===== src/rtl/seq_pkg.sv =====
// Shared types and constants for the instruction sequencer and its program buffer.
package seq_pkg;

  localparam int unsigned INSTR_W = 16;
  localparam int unsigned FIELD_W = 4;

  localparam int unsigned OPCODE_MSB = 15;
  localparam int unsigned OPCODE_LSB = 12;
  localparam int unsigned SRC1_MSB   = 11;
  localparam int unsigned SRC1_LSB   = 8;
  localparam int unsigned SRC2_MSB   = 7;
  localparam int unsigned SRC2_LSB   = 4;
  localparam int unsigned DST_MSB    = 3;
  localparam int unsigned DST_LSB    = 0;

  localparam logic [FIELD_W-1:0] OP_LDI = 4'h0;
  localparam logic [FIELD_W-1:0] OP_LD  = 4'h1;
  localparam logic [FIELD_W-1:0] OP_ST  = 4'h2;
  localparam logic [FIELD_W-1:0] OP_ADD = 4'h3;
  localparam logic [FIELD_W-1:0] OP_SUB = 4'h4;
  localparam logic [FIELD_W-1:0] OP_AND = 4'h5;
  localparam logic [FIELD_W-1:0] OP_OR  = 4'h6;
  localparam logic [FIELD_W-1:0] OP_XOR = 4'h7;
  localparam logic [FIELD_W-1:0] OP_NOT = 4'h8;
  localparam logic [FIELD_W-1:0] OP_SHL = 4'h9;
  localparam logic [FIELD_W-1:0] OP_SHR = 4'hA;
  localparam logic [FIELD_W-1:0] OP_INC = 4'hB;
  localparam logic [FIELD_W-1:0] OP_DEC = 4'hC;
  localparam logic [FIELD_W-1:0] OP_CMP = 4'hD;
  localparam logic [FIELD_W-1:0] OP_MUL = 4'hE;
  localparam logic [FIELD_W-1:0] OP_MOD = 4'hF;

  typedef struct packed {
    logic [FIELD_W-1:0] opcode;
    logic [FIELD_W-1:0] src1;
    logic [FIELD_W-1:0] src2;
    logic [FIELD_W-1:0] dst;
  } instr_t;

  typedef enum logic [1:0] {
    IDLE  = 2'd0,
    ISSUE = 2'd1,
    DONE  = 2'd2
  } state_t;

endpackage


===== src/rtl/prog_buf.sv =====
// Program buffer: DEPTH x INSTR_W register file, one sync write port,
// one async read port with write-first bypass.
module prog_buf
  import seq_pkg::*;
#(
  parameter  int unsigned DEPTH = 16,
  localparam int unsigned AW    = $clog2(DEPTH)
) (
  input  logic               clk,
  input  logic               we,
  input  logic [AW-1:0]      waddr,
  input  logic [INSTR_W-1:0] wdata,
  input  logic [AW-1:0]      raddr,
  output logic [INSTR_W-1:0] rdata_c
);

  logic [INSTR_W-1:0] mem [DEPTH];

  always_ff @(posedge clk) begin
    if (we) mem[waddr] <= wdata;
  end

  // A same-cycle write to the read address is forwarded so start sees the new word.
  assign rdata_c = (we && (waddr == raddr)) ? wdata : mem[raddr];

endmodule


===== src/rtl/instr_sequencer.sv =====
// Program sequencer: issues buffered instructions to the datapath over valid/ready.
// Optional build macro SEQ_LOOP_EN adds a loop input that restarts the program at entry 0.
module instr_sequencer
  import seq_pkg::*;
#(
  parameter  int unsigned DEPTH = 16,
  localparam int unsigned AW    = $clog2(DEPTH)
) (
  input  logic               clk,
  input  logic               rst_n,
  input  logic               load_en,
  input  logic [AW-1:0]      load_addr,
  input  logic [INSTR_W-1:0] load_data,
  input  logic [AW:0]        prog_len,
  input  logic               start,
  input  logic               abort,
`ifdef SEQ_LOOP_EN
  input  logic               loop,
`endif
  output logic [INSTR_W-1:0] instr_out,
  output logic               instr_valid,
  input  logic               instr_ready,
  output logic [AW-1:0]      pc,
  output logic               busy,
  output logic               done,
  output logic               err
);

  state_t             state, state_nxt;
  logic [AW:0]        len, len_nxt;
  logic [AW-1:0]      pc_nxt;
  logic [INSTR_W-1:0] instr_nxt;
  logic               valid_nxt, busy_nxt, done_nxt, err_nxt;
  logic               accept_c, last_c, len_ok_c, loop_c, buf_we_c;
  logic [AW-1:0]      rd_addr_c;
  logic [INSTR_W-1:0] rd_data_c;

`ifdef SEQ_LOOP_EN
  assign loop_c = loop;
`else
  assign loop_c = 1'b0;
`endif

  assign accept_c = instr_valid & instr_ready;
  assign last_c   = ({1'b0, pc} == (len - (AW+1)'(1)));
  assign len_ok_c = (prog_len != '0) && (prog_len <= (AW+1)'(DEPTH));
  assign buf_we_c = rst_n & load_en & (state == IDLE);

  // Read the successor while issuing; otherwise entry 0 for start or loop wrap.
  assign rd_addr_c = ((state == ISSUE) && !last_c) ? AW'(pc + AW'(1)) : '0;

  prog_buf #(.DEPTH(DEPTH)) u_buf (
    .clk     (clk),
    .we      (buf_we_c),
    .waddr   (load_addr),
    .wdata   (load_data),
    .raddr   (rd_addr_c),
    .rdata_c (rd_data_c)
  );

  always_ff @(posedge clk) begin
    if (!rst_n) begin
      state       <= IDLE;
      len         <= '0;
      pc          <= '0;
      instr_out   <= '0;
      instr_valid <= 1'b0;
      busy        <= 1'b0;
      done        <= 1'b0;
      err         <= 1'b0;
    end else begin
      state       <= state_nxt;
      len         <= len_nxt;
      pc          <= pc_nxt;
      instr_out   <= instr_nxt;
      instr_valid <= valid_nxt;
      busy        <= busy_nxt;
      done        <= done_nxt;
      err         <= err_nxt;
    end
  end

  always_comb begin
    state_nxt = state;
    len_nxt   = len;
    pc_nxt    = pc;
    instr_nxt = instr_out;
    valid_nxt = instr_valid;
    busy_nxt  = busy;
    done_nxt  = 1'b0;
    err_nxt   = 1'b0;

    case (state)
      IDLE: begin
        if (start) begin
          if (len_ok_c) begin
            len_nxt   = prog_len;
            pc_nxt    = '0;
            instr_nxt = rd_data_c;
            valid_nxt = 1'b1;
            busy_nxt  = 1'b1;
            state_nxt = ISSUE;
          end else begin
            err_nxt = 1'b1;
          end
        end
      end
      ISSUE: begin
        err_nxt = load_en;
        if (accept_c) begin
          if (!last_c || loop_c) begin
            pc_nxt    = rd_addr_c;
            instr_nxt = rd_data_c;
          end else begin
            valid_nxt = 1'b0;
            busy_nxt  = 1'b0;
            pc_nxt    = '0;
            done_nxt  = 1'b1;
            state_nxt = DONE;
          end
        end
      end
      DONE: begin
        err_nxt   = load_en;
        pc_nxt    = '0;
        state_nxt = IDLE;
      end
      default: state_nxt = IDLE;
    endcase

    // Abort outranks everything except reset, and only acts while running.
    if (abort && (state != IDLE)) begin
      state_nxt = IDLE;
      valid_nxt = 1'b0;
      busy_nxt  = 1'b0;
      pc_nxt    = '0;
      done_nxt  = 1'b0;
      err_nxt   = 1'b0;
    end
  end

endmodule


===== config.mk =====
export PLATFORM = sky130hd
export DESIGN_NAME = instr_sequencer
export DESIGN_NICKNAME = d
export VERILOG_FILES = /design/src/rtl/seq_pkg.sv /design/src/rtl/prog_buf.sv /design/src/rtl/instr_sequencer.sv
export SDC_FILE = /design/constraint.sdc
export NUM_CORES = 1
export LEC_CHECK = 0
export CAP_MARGIN = 20
export CORE_MARGIN = 3
export CORE_UTILIZATION = 50
export DETAILED_ROUTE_END_ITERATION = 12
export PLACE_DENSITY = 0.68
export SYNTH_ARGS = -nofsm -noshare
export SYNTH_HDL_FRONTEND = slang
export SYNTH_SLANG_ARGS = --single-unit

===== constraint.sdc =====
create_clock -name clk -period 4.2 [get_ports clk]
set_clock_uncertainty 0.05 [all_clocks]
set_input_delay 1.05 -clock clk [delete_from_list [all_inputs] [get_ports clk]]
set_output_delay 1.05 -clock clk [all_outputs]
set_load 0.05 [all_outputs]

==> impl_results.md <==
- Crit Path Class: flip-flop to output port
- Antenna violations before repair: 1
- P_leak: 4.30 nW
- Reg2reg start: pc[0]
- Synth Cell Area: 0.0117 mm²
- Setup bufs post-CTS: 0
- Asr flop ratio synth: 0%
- Share of the synthesized area in the top cell type: 65.9%
- Post-synthesis register bit count: 286
- GPL Wtd Cong: 0.925
- Vias in the first global route: 7414
- Hold Path Class: flip-flop to flip-flop
- Crit path DAT: 2.71 ns
- Number of iterations in the first detailed-routing pass: 5
- Syn Nets: 799
- Max-slew violations: 0
- Required time of the worst setup path: 3.10 ns
- Area post-placement: 0.0128 mm²
- Vias: 7333
- Post-CTS Hold Buffers: 0
- Initial Util: 51.2%
- Final hold violations: 0
- Maximum number of pins on one net before global-route repair: 55
- Register area share after synthesis: 71.1%
- Row count: 55
- Routed Antenna Nets: 0
- CTS tree: done
- Max-Cap Viols: 0
- Peak Freq: 262 MHz
- Combinational Power Share: 20.4%
- Die Ht: 159 µm
- Layout cells sized above 1: 15.7%
- Cell variety after synth: 51
- First-pass GRT wire length: 45.1 mm
- Synth area leader: edfxtp_1
- Num CTS Buffers: 29
- Avg Vias per Cell: 6.27
- Hpwl dp: 18.7 mm
- Clock root buffer: clkbuf_16
- Design area: 0.0137 mm²
- Status: finished clean
- Crit path launch: pc[0]
- Worst setup EP type: output port
- Seq pwr share: 45.6%
- TritonCTS Sinks: 286
- Mapped Avg Cell Area: 15.3 µm²
- WL/cell: 26.1 µm
- Port bufs: 54
- Pwr dens: 533 mW/mm²
- Sw Ratio: 28.8%
- Worst rel slew slack: 35.8%
- Clock Latency Late Sink: 0.54 ns
- Syn Inst Count: 763
- Sw power: 2.10 mW
- Initial DRC Count: 840
- CTS clock-pin slew for the worst setup and hold paths: 0.06 ns
- Die X: 159 µm
- Final Critical Period: 3.81 ns
- Final cell count without fillers: 1169
- Core Region: 0.0228 mm²
- Gr ovfl total: 0
- P&R area growth vs syn: 17.4%
- Clk pwr share: 33.9%
- Bufs on Longest Clock Path: 3
- Most frequent cells in the layout: edfxtp_1 (256), clkdlybuf4s50_1 (54), o21ai_0 (52)
- Yosys Warn Count: 0
- Post-Place Cells: 1116
- Most used DFF post-synth: edfxtp_1
- H-Tree Depth: 1
- Cts repair resizes: 0
- Worst Hold Launch: instr_out[10]
- Full die area: 0.0252 mm²
- Fin nets: 870
- Leading cell type in the layout, fill and taps excluded: edfxtp_1
- Internal power: 5.19 mW
- # setup viols final: 0
- RSZ-0062 raised after global routing: no
- I/O Pins: 55
- Synth area leaders: edfxtp_1 (66%), dfxtp_1 (5.2%), mux4_2 (3.1%)
- Period utilization: 90.8%
- Global Route Usage Sum: 24.2%
- Routed Wire Length: 30.5 mm
- CP startpoint kind: flip-flop
- Worst IR Drop VDD: 483 µV
- Worst-margin pin slew: 0.959 ns
- Post-synth EDFFs: 256
- Final TNS setup: 0 ns
- DR DRC count: 0
- CP max FO: 54
kinds of logic after synthesis:
logic type / count (synthesis) / synth area share (%)
AOI/OAI and AO/OA: 233 / 14.1
DFF: 286 / 71.1
and+or+nand+nor: 109 / 4.51
xor gates and xnor gates: 9 / 0.676
muxes: 55 / 6.61
buffers and inverters: 66 / 2.48
adders and majority gates: 5 / 0.537
synthesized netlist by cell type (2+ instances only):
cell type and count:
edfxtp_1 256, nand3_1 5, buf_2 6, a32oi_1 17
nand2b_1 3, a221o_1 16, inv_1 9, mux4_2 16
nor3_1 9, and3_1 3, a311oi_1 16, xnor2_1 7
nand2_1 40, a41oi_1 15, nand4_1 2, xor2_1 2
o21a_1 17, mux2i_1 23, buf_6 2, o21ai_1 14
clkbuf_1 41, o211ai_1 3, buf_1 3, nor2b_1 6
buf_4 5, o2bb2ai_1 16, a21oi_1 41, dfxtp_1 30
a211oi_1 3, ha_1 5, nor2_1 29, mux2_2 16
nor4_1 3, o21ai_0 52, a221oi_1 16
final timing paths:
| kind | endpoint | slack [ns] | cells after the start |
|---|---|---|---|
| max | pc[0] | 0.39 | 2 |
| min | instr_out[10] | 0.47 | 2 |
| max reg2reg | instr_out[7] | 0.77 | 8 |
| min reg2reg | instr_out[10] | 0.47 | 2 |
routing by layer:
layer	part of all wire (%)	routed length, µm	GRT usage, %
met3	9.5	2890	5.14
met1	40	12100	33.6
met2	47	14300	38.1
met5	0	0	0
met4	3.9	1200	9.22
power by group through the flow:
stage,registers (mW),clock network (mW),logic (mW)
floorplan,3.57,0,0.714
global placement,3.38,0,1.44
detailed placement,3.38,0,1.48
CTS,3.33,2.51,1.48
global route,3.34,2.62,1.59
finish,3.33,2.48,1.49
flip-flops by register name, indices dropped and copies added, names as in the netlist:
signal / count
busy: 1
u_buf.mem: 256
state: 2
len: 5
done: 1
instr_out: 16
pc: 4
err: 1
critical path, cell delays in order, from the launching register on:
cell	delay (ns)
dfxtp_4	0.53
buf_4	0.70
clkdlybuf4s50_1	0.94
area by class of cell:
cell class / count / area, µm²
Tap cell: 313 / 392
Clock buffer: 38 / 801
Fill cell: 1688 / 9090
Clock inverter: 14 / 121
Antenna cell: 1 / 2.50
Inverter: 9 / 33.8
Sequential cell: 286 / 8290
Timing Repair Buffer: 97 / 913
Multi-Input combinational cell: 411 / 3130
stage by stage:
| step | hold WS (ns) | setup slack [ns] | power (mW) | util [%] |
|---|---|---|---|---|
| floorplan | 0.432 | 0.853 | 4.29 | - |
| CTS | 0.475 | 0.338 | 7.32 | 60.1 |
| global route | 0.503 | 0.255 | 7.55 | 60.1 |
| detailed placement | 0.461 | 0.483 | 4.86 | 56.0 |
| finish | 0.466 | 0.385 | 7.30 | 60.1 |
| global placement | 0.456 | 0.566 | 4.82 | 56.0 |
Power figures use the tool's default switching activity.
